==> config.mk <==
export PLATFORM = sky130hd
export DESIGN_NAME = demux_12_stream
export DESIGN_NICKNAME = d
export VERILOG_FILES = /design/src/rtl/demux_12_stream.sv
export SDC_FILE = /design/constraint.sdc
export NUM_CORES = 1
export LEC_CHECK = 0
export BUFFER_PORTS_ARGS = -buffer_cell sky130_fd_sc_hd__buf_2
export CAP_MARGIN = 20
export CORE_UTILIZATION = 39
export DETAILED_ROUTE_END_ITERATION = 8
export GPL_ROUTABILITY_DRIVEN = 0
export GPL_TIMING_DRIVEN = 0
export PLACE_DENSITY = 0.72
export SYNTH_ARGS = -nofsm -noshare
export SYNTH_HDL_FRONTEND = slang
export SYNTH_SLANG_ARGS = --single-unit
==> constraint.sdc <==
create_clock -name clk -period 1.3 [get_ports clk]
set_input_delay 0.26 -clock clk [delete_from_list [all_inputs] [get_ports clk]]
set_output_delay 0.26 -clock clk [all_outputs]
set_load 0.1 [all_outputs]
==> src/rtl/demux_12_stream.sv <==
// Registered 1-to-2 valid/ready stream demux with a one-entry register per channel.
// Optional per-channel accept counters are enabled by defining DEMUX_CNT_EN.
module demux_12_stream #(
  parameter int WIDTH = 8,
  parameter int CNT_W = 8
) (
  input  logic             clk,
  input  logic             rst_n,
  input  logic [WIDTH-1:0] in_data,
  input  logic             in_sel,
  input  logic             in_valid,
  output logic             in_ready,
  output logic [WIDTH-1:0] out0_data,
  output logic             out0_valid,
  input  logic             out0_ready,
  output logic [WIDTH-1:0] out1_data,
  output logic             out1_valid,
  input  logic             out1_ready
`ifdef DEMUX_CNT_EN
  ,
  output logic [CNT_W-1:0] cnt0,
  output logic [CNT_W-1:0] cnt1
`endif
);

  logic sel_full;
  logic sel_rdy;
  logic acc;
  logic ld0;
  logic ld1;

  // Only the steered channel decides whether the input can move.
  always_comb begin
    sel_full = 1'b0;
    sel_rdy  = 1'b0;
    unique case (in_sel)
      1'b0: begin
        sel_full = out0_valid;
        sel_rdy  = out0_ready;
      end
      1'b1: begin
        sel_full = out1_valid;
        sel_rdy  = out1_ready;
      end
      default: ;
    endcase
  end

  assign in_ready = !sel_full || sel_rdy;
  assign acc      = in_valid && in_ready;
  assign ld0      = acc && !in_sel;
  assign ld1      = acc && in_sel;

  always_ff @(posedge clk or negedge rst_n) begin
    if (!rst_n) begin
      out0_valid <= 1'b0;
      out0_data  <= '0;
    end else if (ld0) begin
      out0_valid <= 1'b1;
      out0_data  <= in_data;
    end else if (out0_ready) begin
      out0_valid <= 1'b0;
    end
  end

  always_ff @(posedge clk or negedge rst_n) begin
    if (!rst_n) begin
      out1_valid <= 1'b0;
      out1_data  <= '0;
    end else if (ld1) begin
      out1_valid <= 1'b1;
      out1_data  <= in_data;
    end else if (out1_ready) begin
      out1_valid <= 1'b0;
    end
  end

`ifdef DEMUX_CNT_EN
  always_ff @(posedge clk or negedge rst_n) begin
    if (!rst_n) begin
      cnt0 <= '0;
      cnt1 <= '0;
    end else begin
      if (ld0) cnt0 <= cnt0 + 1'b1;
      if (ld1) cnt1 <= cnt1 + 1'b1;
    end
  end
`endif

endmodule

## Word level (Yosys, flattened, before mapping)

Cells that the tools add are included.

- Input port bits: 14
- Output and inout port bits: 19
- Register bits after elaboration: 18
- Word-level logic and storage cells: 19

- Reduce and logical (&&, ||, !) cells: 8
- Multiplexer cells: 6
- Bitwise gates (word level): 1

Operators with widths:

| operator | number |
|---|---|
| two-way mux 1 bit | 4 |
| case mux 1 bit (2 select lines) | 2 |
| nonzero test 2 bit | 2 |
| logical AND 1 bit | 3 |
| zero test 1 bit | 2 |
| logical OR 1 bit | 1 |
| inverter 1 bit | 1 |

## Depth between registers and ports, before layout

- Word-level depth: 7
- Mapped depth: 3
- Depth with buffers taken out: 3

## Worst setup path before layout

No wires, ideal clock.

- Path kind: register -> output
- From: reg out1_valid
- To: out in_ready
- Arrival: 2.548 ns
- Stages on the path, launching flop included: 3
- Required time: 1.040 ns
- Slack: -1.508 ns
- Path buffers: 0
- Cell sequence: dfrtp_1 -> nor2b_1 -> a21oi_1

- Longest elaborated chain between the ends: 3

RTL lines:

| what | line | text |
|---|---|---|
| from (decl) | 17 | `output logic out1_valid,` |
| from (signal assigned) | 68 | `out1_valid <= 1'b0;` |
| from (signal assigned) | 71 | `out1_valid <= 1'b1;` |
| from (signal assigned) | 74 | `out1_valid <= 1'b0;` |
| case mux 1 bit (2 select lines) | 36 | `unique case (in_sel)` |
| zero test 1 bit | 49 | `assign in_ready = !sel_full \|\| sel_rdy;` |
| logical OR 1 bit | 49 |  |
| to (decl) | 12 | `output logic in_ready,` |

Every way passes these cells.

## Worst setup path after layout

Ends and elaborated chain as after synthesis.

==> results.md <==
- Antenna violations before repair: 0
- Starting Density: 44.1%
- Count of input and output buffers: 32
- CP Capture Type: output pin
- Synth Instances: 44
- Syn nets: 58
- Tightest Hold Check Type: in2reg
- Final min period: 1.52 ns
- Setup crit start kind: flip-flop
- Detailed Place HPWL: 956 µm
- Max cap viols: 0
- Critical path arrival: 1.26 ns
- DR vias: 505
- Row Count: 14
- Yosys cell types: 12
- Drt first-iter violations: 10
- First-pass GRT wire length: 2.43 mm
- Seq/Total Area, Yosys: 64.1%
- I/O pin count: 33
- Clock sinks: 18
- Power Density: 1910 nW/µm²
- Worst setup margin: -0.217 ns
- FILL cells: 100
- Layout cells sized above 1: 75.3%
- Netlist Area Pre-Place: 703 µm²
- Delay-heaviest family, CP: flip-flops
- Clk_skew: 0.00179 ns
- Largest fanout on the critical path: 2
- Synth Register Bits: 18
- Failing checks: negative setup slack
- Layout Area Growth over Synthesis: 65.1%
- Leak: 0.571 nW
- Worst-Skew Late Latency: 0.28 ns
- Final net count: 100
- Register area: 458 µm²
- CTS tree: done
- TritonCTS buffer count: 3
- Final wirelength: 1.43 mm
- Vias in the first global route: 511
- CP max-delay cell: dfrtp_4
- Die H: 44.5 µm
- WL/cell: 13.1 µm
- Synth Warn #: 0
- Root buf cell: clkbuf_4
- DR vias/cell: 4.63
- Largest net degree at the start of global routing: 19
- Max VDD drop: 0.00104 V
- Commonest non-fill, non-tap cells in the layout: buf_4 (18), mux2_4 (16), dfrtp_1 (16), buf_2 (13)
- CP Cell Sequence: nor2b_4, a21oi_4, buf_12
- Least-Margin Pin Slew: 0.406 ns
- Final ANT Viol Nets: 0
- Max Slew Vio Count: 0
- Antenna Cells: 0
- Setup TNS: -2.40 ns
- Clk buf depth: 2
- Unrepaired setup endpoints after global routing: yes
- Final period utilization: 117%
- Die span in x: 44.5 µm
- Synthesized area per cell: 16.0 µm²
- Commonest non-fill, non-tap cell in the layout: buf_4
- Util after Layout: 72.8%
- TritonRoute pass-1 iters: 4
- Worst-path clk slew: 0.10 ns
- Status: finished with violations
- Setup Crit Path Kind: reg2out
- CP Buf/Inv Count: 1
- CORE AREA: 1590 µm²
- Drt drc: 0
- Fmax: 659 MHz
- Footprint of the multi-input gates: 340 µm²
- Setup violators final: 17
- Slew HR: 72.9%
- Req. time, crit path: 1.04 ns
- Die ar.: 1980 µm²
- Critical path's largest stage delay: 0.49 ns
- Post-route design area: 1160 µm²
- Hold violation count in the final report: 0
- # H-tree levels: 1
- GRT Overall Usage: 17.4%
- Congestion Overflow GR: 0
- Area post-placement: 966 µm²
==> where the power goes <==
| part | internal [mW] | total, mW | switching (mW) |
|---|---|---|---|
| registers | 0.659 | 0.716 | 0.0567 |
| clock network | 0.170 | 0.333 | 0.163 |
| logic | 0.310 | 1.17 | 0.865 |
==> path summary, 6_finish.rpt <==
check                                to  depth (start not counted)          from  slack [ns]
setup / recovery               in_ready                          3    out1_valid       -0.22
hold / removal             out0_data[0]                          2    in_data[0]        0.22
setup reg to reg           out0_data[2]                          5    out0_valid       -0.19
hold reg to reg            out1_data[3]                          1  out1_data[3]        0.52
max in group asynchronous    out1_valid                          2         rst_n        0.56
min in group asynchronous  out0_data[0]                          2         rst_n        0.42
==> layer usage <==
layer / part of all wire (%) / up-vias / GRT usage (%)
met2: 49 / 24 / 26.8
met1: 45 / 246 / 24.5
met5: 0 / - / 0
li1: - / 235 / -
met3: 5.5 / 0 / 3.67
met4: 0 / 0 / 5.45
==> cell usage after synthesis, drive strengths merged <==
cell | n | share of area [%]
dfrtp | 18 | 64
mux2 | 16 | 26
nand2b | 2 | 2.1
nor2 | 2 | 2.1
a21oi | 1 | 0.71
inv | 1 | 0.53
nand2 | 1 | 0.53
nor2b | 1 | 0.89
nor3b | 1 | 2.7
o21ai | 1 | 0.71
==> kinds of logic after synthesis <==
| family | after synthesis | share of synthesized area, % |
|---|---|---|
| mux | 16 | 25.6 |
| flops | 18 | 64.1 |
| compound gates | 2 | 1.42 |
| buf+inv | 1 | 0.533 |
| simple gates | 7 | 8.36 |
==> worst reg2reg max path, cell delays in order, from the launching register on <==
cell	delay, ns
dfrtp_4	0.50
nand2b_4	0.09
buf_4	0.11
nor3b_4	0.21
buf_12	0.17
mux2_4	0.30
==> sequential cells by signal, summed over array words and instances (netlist names) <==
signal / cells
out1_valid: 1
out1_data: 8
out0_valid: 1
out0_data: 8
==> layout make-up <==
type	instances	area share (%)
Clock buffer	4	3.13
Inverter	1	0.323
Multi-Input combinational cell	25	29.3
Sequential cell	18	39.4
Tap cell	24	2.59
Timing Repair Buffer	37	25.2
==> metrics by stage <==
step / setup WS [ns] / total power, mW / std cells / hold slack [ns]
3_3_place_gp: -0.225 / 1.77 / 100 / 0.210
3_5_place_dp: -0.234 / 1.78 / 100 / 0.209
5_1_grt: -0.268 / 2.32 / 109 / 0.188
6_report: -0.217 / 2.22 / 109 / 0.216
2_1_floorplan: -0.318 / 1.61 / 44 / -0.0356
4_1_cts: -0.223 / 2.23 / 108 / 0.207
==> repair_timing <==
action                                 4_1_cts  5_1_grt
setup buffers                                3        1
pin swaps                                    1        1
hold buffers                                 1        0
setup endpoints to repair                   35       19
gates resized for setup                     28        3
endpoints found under the hold margin       18        0
gates cloned                                 0        0
Power figures use the tool's default switching activity.
